<file path="src/rtl/mouse_pos_decoder.sv">
`default_nettype none
`timescale 1ns/1ps
// +--------------------------------------------------------------------------+
// | mouse_pos_decoder                                                        |
// | Assembles 3-byte PS/2 movement packets into clamped 12-bit cursor        |
// | coordinates plus left/right button state.                                |
// | Optional: MOUSE_MIDDLE_RECENTER_EN (middle-button press recentres).      |
// | Revision: 1.0                                                            |
// +--------------------------------------------------------------------------+
module mouse_pos_decoder #(
    parameter int X_MAX   = 799,
    parameter int Y_MAX   = 599,
    parameter int X_INIT  = 400,
    parameter int Y_INIT  = 300,
    parameter int TIMEOUT = 100000
) (
    input  logic        clk,
    input  logic        rst_n,
    input  logic [7:0]  rx_data,
    input  logic        rx_valid,
    output logic [11:0] xpos,
    output logic [11:0] ypos,
    output logic        left,
    output logic        right,
    output logic        pos_valid,
    output logic        sync_err
);

    localparam int                    c_timer_w    = $clog2(TIMEOUT + 1);
    localparam logic [c_timer_w-1:0]  c_timer_last = c_timer_w'(TIMEOUT - 1);
    localparam logic [12:0]           c_x_max      = 13'(X_MAX);
    localparam logic [12:0]           c_y_max      = 13'(Y_MAX);
    localparam logic [11:0]           c_x_init     = 12'(X_INIT);
    localparam logic [11:0]           c_y_init     = 12'(Y_INIT);

    typedef enum logic [1:0] {
        WAIT_B0 = 2'd0,
        WAIT_B1 = 2'd1,
        WAIT_B2 = 2'd2,
        UPDATE  = 2'd3
    } state_t;

    state_t                 r_state;
    state_t                 w_state_nxt;
    logic [c_timer_w-1:0]   r_timer;
    logic [c_timer_w-1:0]   w_timer_nxt;
    logic                   w_timeout;
    logic                   w_b0_slot;
    logic                   w_b0_good;
    logic                   w_b0_bad;
    logic                   r_err_pend;
    logic [3:0]             r_hdr;      // {y_ovf, x_ovf, y_sign, x_sign}
    logic [1:0]             r_btn;      // {right, left}
    logic [7:0]             r_dx_lo;
    logic [7:0]             r_dy_lo;
    logic [8:0]             w_dx;
    logic [8:0]             w_dy;
    logic [12:0]            w_xs;
    logic [12:0]            w_ys;
    logic [11:0]            w_x_new;
    logic [11:0]            w_y_new;
    logic                   w_recenter;

    // UPDATE accepts a new header byte so back-to-back packets lose no bytes
    assign w_b0_slot = rx_valid && ((r_state == WAIT_B0) || (r_state == UPDATE));
    assign w_b0_good = w_b0_slot && rx_data[3];
    assign w_b0_bad  = w_b0_slot && !rx_data[3];

    always_comb begin
        w_state_nxt = r_state;
        w_timer_nxt = '0;
        w_timeout   = 1'b0;
        unique case (r_state)
            WAIT_B0, UPDATE: w_state_nxt = w_b0_good ? WAIT_B1 : WAIT_B0;
            WAIT_B1, WAIT_B2: begin
                if (rx_valid) begin
                    w_state_nxt = (r_state == WAIT_B1) ? WAIT_B2 : UPDATE;
                end else if (r_timer == c_timer_last) begin
                    w_timeout   = 1'b1;
                    w_state_nxt = WAIT_B0;
                end else begin
                    w_timer_nxt = r_timer + 1'b1;
                end
            end
            default: w_state_nxt = WAIT_B0;
        endcase
    end

    always_ff @(posedge clk or negedge rst_n) begin
        if (!rst_n) begin
            r_state <= WAIT_B0;
            r_timer <= '0;
        end else begin
            r_state <= w_state_nxt;
            r_timer <= w_timer_nxt;
        end
    end

    always_ff @(posedge clk or negedge rst_n) begin
        if (!rst_n) begin
            r_hdr   <= '0;
            r_btn   <= '0;
            r_dx_lo <= '0;
            r_dy_lo <= '0;
        end else begin
            if (w_b0_good) begin
                r_hdr <= rx_data[7:4];
                r_btn <= rx_data[1:0];
            end
            if ((r_state == WAIT_B1) && rx_valid) r_dx_lo <= rx_data;
            if ((r_state == WAIT_B2) && rx_valid) r_dy_lo <= rx_data;
        end
    end

    // Overflowed axis contributes no motion
    assign w_dx = r_hdr[2] ? 9'd0 : {r_hdr[0], r_dx_lo};
    assign w_dy = r_hdr[3] ? 9'd0 : {r_hdr[1], r_dy_lo};
    assign w_xs = {1'b0, xpos} + {{4{w_dx[8]}}, w_dx};
    assign w_ys = {1'b0, ypos} - {{4{w_dy[8]}}, w_dy};

    always_comb begin
        w_x_new = w_xs[11:0];
        w_y_new = w_ys[11:0];
        if (w_xs[12])            w_x_new = '0;
        else if (w_xs > c_x_max) w_x_new = c_x_max[11:0];
        if (w_ys[12])            w_y_new = '0;
        else if (w_ys > c_y_max) w_y_new = c_y_max[11:0];
    end

`ifdef MOUSE_MIDDLE_RECENTER_EN
    logic r_mid;
    logic r_prev_m;

    assign w_recenter = r_mid && !r_prev_m;

    always_ff @(posedge clk or negedge rst_n) begin
        if (!rst_n) begin
            r_mid    <= 1'b0;
            r_prev_m <= 1'b0;
        end else begin
            if (w_b0_good)           r_mid    <= rx_data[2];
            if (r_state == UPDATE)   r_prev_m <= r_mid;
        end
    end
`else
    assign w_recenter = 1'b0;
`endif

    // A bad header seen during UPDATE is reported one cycle late so it never
    // shares a cycle with pos_valid
    always_ff @(posedge clk or negedge rst_n) begin
        if (!rst_n) begin
            xpos       <= c_x_init;
            ypos       <= c_y_init;
            left       <= 1'b0;
            right      <= 1'b0;
            pos_valid  <= 1'b0;
            sync_err   <= 1'b0;
            r_err_pend <= 1'b0;
        end else begin
            pos_valid  <= (r_state == UPDATE);
            sync_err   <= w_timeout || r_err_pend || (w_b0_bad && (r_state == WAIT_B0));
            r_err_pend <= w_b0_bad && (r_state == UPDATE);
            if (r_state == UPDATE) begin
                xpos  <= w_recenter ? c_x_init : w_x_new;
                ypos  <= w_recenter ? c_y_init : w_y_new;
                left  <= r_btn[0];
                right <= r_btn[1];
            end
        end
    end

endmodule
`default_nettype wire

</file>
<file path="config.mk">
export PLATFORM = sky130hd
export DESIGN_NAME = mouse_pos_decoder
export DESIGN_NICKNAME = d
export VERILOG_FILES = /design/src/rtl/mouse_pos_decoder.sv
export SDC_FILE = /design/constraint.sdc
export NUM_CORES = 1
export LEC_CHECK = 0
export BUFFER_PORTS_ARGS = -buffer_cell sky130_fd_sc_hd__buf_2
export CELL_PAD_IN_SITES_DETAIL_PLACEMENT = 0
export CELL_PAD_IN_SITES_GLOBAL_PLACEMENT = 1
export CORE_MARGIN = 10
export CORE_UTILIZATION = 48
export DETAILED_ROUTE_END_ITERATION = 10
export GPL_TIMING_DRIVEN = 0
export PLACE_DENSITY_LB_ADDON = 0.08
export SLEW_MARGIN = 20
export SYNTH_ARGS = -nofsm -noshare
export SYNTH_HDL_FRONTEND = slang
export SYNTH_SLANG_ARGS = --single-unit
</file>
<file path="constraint.sdc">
create_clock -name clk -period 3.5 [get_ports clk]
set_input_delay 0 -clock clk [delete_from_list [all_inputs] [get_ports clk]]
set_output_delay 0 -clock clk [all_outputs]
set_load 0.05 [all_outputs]
</file>
**After elaboration in Yosys (flattened, before gate mapping)**

Index checks and enable logic that the tools add are counted.

- Register bits after elaboration: 70
- Latch bits: 0
- Bits in writable memories: 0
- Memory bits (read-only): 0
- Bits of input ports: 11
- Word-level logic and storage cells: 54
- Memories: 0

- Add/subtract/negate cells: 3
- $mul: 0
- Div/mod/pow operators: 0
- Order comparisons: 2
- Eq/ne operators: 5
- Shift operators: 0
- Multiplexer cells: 17
- Bitwise gates (word level): 0
- Reductions and logical operators: 14

Operator list:

| kind | count |
|---|---|
| two-way mux 17 bit | 3 |
| two-way mux 12 bit | 4 |
| > comparator 13 x 10 -> 1 bit (second input constant) | 2 |
| two-way mux 9 bit | 2 |
| adder 17 x 1 -> 17 bit (second input constant) | 1 |
| == test 17 bit (second input constant) | 1 |
| adder 12 x 13 -> 13 bit | 1 |
| subtractor 12 x 13 -> 13 bit | 1 |
| logical AND 1 bit | 7 |
| two-way mux 1 bit | 5 |
| == test 2 bit (second input constant) | 2 |
| two-way mux 2 bit | 2 |
| case mux 2 bit (2 select lines) | 1 |
| OR reduction 2 bit | 2 |
| logical OR 1 bit | 3 |
| inequality test 3 bit (second input constant) | 1 |
| == test 2 x 1 -> 1 bit (second input constant) | 1 |
| logical NOT 2 bit | 1 |
| logical NOT 1 bit | 1 |

**Longest topological paths before layout**

- Depth in word-level cells: 6
- Depth in mapped cells: 11
- Depth with buffers taken out: 11

**Worst setup path before layout**

No wires, ideal clock.

- Path kind: register -> register
- Start point: register xpos[0]
- End point: register xpos[8]
- Library setup time: 0.080 ns
- Arrival: 2.938 ns
- Data required time: 3.420 ns
- Slack: 0.482 ns
- Stages on the path, launching flop included: 11
- Cells stage by stage: dfrtp_1 -> ha_1 -> inv_1 -> fa_1 -> and2b_1 -> o2111ai_2 -> a21boi_2 -> mux2i_1 -> xor2_1 -> or4b_1 -> o2111a_1

- Word-level cells in the longest chain between the ends: 4

Ends and longest elaborated chain:

| what | RTL line | RTL |
|---|---|---|
| start, declared | 21 | `output logic [11:0] xpos,` |
| start signal, assigned | 153 | `xpos <= c_x_init;` |
| start signal, assigned | 165 | `xpos <= w_recenter ? c_x_init : w_x_new;` |
| adder 12 x 13 -> 13 bit (*) | 118 | `assign w_xs = {1'b0, xpos} + {{4{w_dx[8]}}, w_dx};` |
| > comparator 13 x 10 -> 1 bit | 125 | `else if (w_xs > c_x_max) w_x_new = c_x_max[11:0];` |
| two-way mux 12 bit | 125 |  |
| two-way mux 12 bit (*) | 124 | `if (w_xs[12]) w_x_new = '0;` |

Every way passes the cells marked *; elsewhere a longest branch is shown, timed or not.
A chain may end at the register's enable or synchronous reset.

**Worst setup path in the final report**

- Start point: register r_hdr[2]
- End point: register xpos[8]

- Word-level cells in the longest chain between the ends: 5

Ends and longest elaborated chain:

| what | RTL line | RTL |
|---|---|---|
| start, declared | 52 | `logic [3:0] r_hdr;` |
| start signal, assigned | 107 | `r_hdr <= rx_data[7:4];` |
| two-way mux 9 bit (*) | 116 | `assign w_dx = r_hdr[2] ? 9'd0 : {r_hdr[0], r_dx_lo};` |
| adder 12 x 13 -> 13 bit (*) | 118 |  |
| > comparator 13 x 10 -> 1 bit | 125 |  |
| two-way mux 12 bit | 125 |  |
| two-way mux 12 bit (*) | 124 |  |

Marks and branches as above.

==> metrics <==
status=completed; row count=35; Unique masters post-synth=82; total wire length=10640 um; Worst slew margin=52.80%; first-pass GRT wire length=18250 um; Setup Crit Path Kind=reg -> reg; Initial Util=49.26%; vias in the first global route=3585; Crit path required time=3.78 ns; Syn Std Cell Area=4552 sq um; setup bufs post-CTS=0; CP endpoint kind=register; DR iter-0 viols=227; min Tclk post-route=3.182 ns; endpoints failing setup=0; TritonRoute pass-1 iters=4; IO Port Bufs=37; worst-skew pair later-pin latency=0.34 ns; share of post-route cells with drive strength above 1=21.71%; PD cells=1093 nW/um^2; Die Area=13780 sq um; Placer Congestion=0.8531; syn nets=478; Tot GR Track Use=15.69%; Worst Hold Class=in -> reg; worst hold slack=0.05314 ns; average wire per cell in the routed design=16.87 um; fin crit share=90.93%; H-Tree Depth=3; max cap viols=0; Seq/Total Area, Yosys=38.68%; FFs w/ async S/R, synth=100.0%; Via Count=3539; crit start category=register; most common cell after layout, fill and taps aside=dfrtp_1; clk slew on worst S/H paths=0.08 ns; Detail Route met3 WL=433 um; worst vdd ir=0.7706 mV; CTS tree=built; crit path max fanout=10; Top Layer Used=met4; DRC Markers=0; Detailed Place HPWL=7990 um; Final Non-Filler Cells=631; met2 wire length=4875 um; Post-synth EDFFs=0; Clock Path Buffers=2; die height=117.4 um; Worst Tran Pin Value=0.7056 ns; num ports=39; core area=9240 sq um; Ant. Diodes=0; root buffer cell=clkbuf_8; largest net degree at the start of global routing=45; Data arrival, critical path=3.46 ns; Top FF cell, synth=dfrtp_1; Cell Area, Placed=4928 sq um; clock skew=0.01673 ns; total grt overflow=0; initial antenna violation count=0; filler instances=822; via/cell ratio=5.609; FMAX=0.3142 GHz; Setup TNS Final=0 ns; RSZ-0062 raised after global routing=false; Final Slew Violations=0; clk sinks=70; met1 wire length=5230 um; cell count after synthesis=439; fin nets=536; Syn Area/Cell=10.37 sq um; Placed Cells=606; Overall Power=5695 uW; Hold Violations, Final=0; area grow syn2layout=14.46%; Synthesis Warnings=0; CTS Buf Count=9; flops & latches, synth=70; Finished Cell Area=5210 sq um; most frequent cells in the layout=dfrtp_1, nor2_1, buf_2; Chip Width=117.4 um; P_leak=0.002343 uW; ANT nets after route=0
==> synth_stat cells (all sizes together) (4+ instances only) <==
cell type  number  share of area (%)
and2b           6               0.99
inv            15                1.3
xor2           16                3.1
nor2b           9                1.2
nor2           42                3.5
dfstp           7                4.0
nor3b           4               0.88
nand3b          4               0.66
mux2           24                5.9
and3           10                1.4
nand2b         17                2.5
clkbuf          8               0.88
nand2          19                1.6
dfrtp          63                 35
o221a           5                1.2
o21ai          12                1.4
a221oi          5                1.1
nor3           13                1.7
a32o            4               0.88
xnor2          18                3.5
a211oi          5                1.2
o211ai          7                1.6
nand4           5               0.69
a21oi          19                2.2
nand3          16                1.8
ha             26                7.1
a21o            5               0.82
==> final cells by class <==
| type | instances | area [sq um] | area share, % |
|---|---|---|---|
| Buffer | 11 | 73.82 | 1.417 |
| Clock buffer | 11 | 131.4 | 2.522 |
| Clock inverter | 5 | 60.06 | 1.153 |
| Inverter | 15 | 58.81 | 1.129 |
| Multi-Input combinational cell | 343 | 2659 | 51.03 |
| Sequential cell | 70 | 1760 | 33.79 |
| Tap cell | 129 | 161.4 | 3.098 |
| Timing Repair Buffer | 47 | 305.3 | 5.860 |
==> worst max-delay path, cell delays in order (launching register included) <==
cell,delay [ns]
dfrtp_1,0.46
and2b_1,0.23
ha_1,0.19
inv_1,0.07
fa_1,0.40
and2b_1,0.24
o2111ai_2,0.15
a21boi_2,0.22
mux2i_1,0.36
xor2_1,0.15
or4b_1,0.53
o2111a_1,0.13
==> sequential cells by signal, summed over array words and instances (netlist names) <==
name / count
left: 1
pos_valid: 1
r_btn: 2
r_dx_lo: 8
r_dy_lo: 8
r_err_pend: 1
r_hdr: 4
r_state: 2
r_timer: 17
right: 1
sync_err: 1
xpos: 12
ypos: 12
==> final timing paths <==
kind | startpoint | slack [ns] | endpoint | depth (start not counted)
worst max-delay path | r_hdr[2] | 0.32 | xpos[8] | 11
worst max register to register | r_hdr[2] | 0.32 | xpos[8] | 11
worst min-delay path | rx_valid | 0.05 | r_state[0] | 3
worst min register to register | r_err_pend | 0.48 | sync_err | 2
max in group asynchronous | rst_n | 2.77 | xpos[7] | 3
min in group asynchronous | rst_n | 0.10 | xpos[3] | 2
==> kinds of logic after synthesis <==
family / share of synthesized area [%]
xor+xnor: 7.037
flops: 38.68
buf+inv: 2.914
simple gates: 20.01
mux: 6.157
fa+ha+maj: 8.026
compound gates: 17.18
==> metrics by stage <==
| stage | utilization (%) | setup slack (ns) |
|---|---|---|
| after global placement | 53.01 | 0.2966 |
| after detailed placement | 53.34 | 0.2978 |
| after global routing | 56.38 | 0.04791 |
| after CTS | 56.38 | 0.3079 |
| after floorplan | - | 0.4817 |
| final | 56.38 | 0.3176 |
==> per-layer routing <==
metal,GRT usage (%),vias up
li1,-,1731
met5,0,-
met3,3.549,9
met1,20.97,1741
met4,4.225,0
met2,24.79,58
==> power breakdown <==
| part | switching (uW) | total [uW] | internal (uW) |
|---|---|---|---|
| registers | 206 | 1310 | 1100 |
| logic | 2290 | 3740 | 1450 |
| clock network | 321 | 652 | 331 |
==> what timing repair did <==
action                    4_1_cts  5_1_grt
hold buffers                    9        0
hold endpoints to repair       88        0
gates resized for setup         0        0
(Power assumes the default switching activity.)
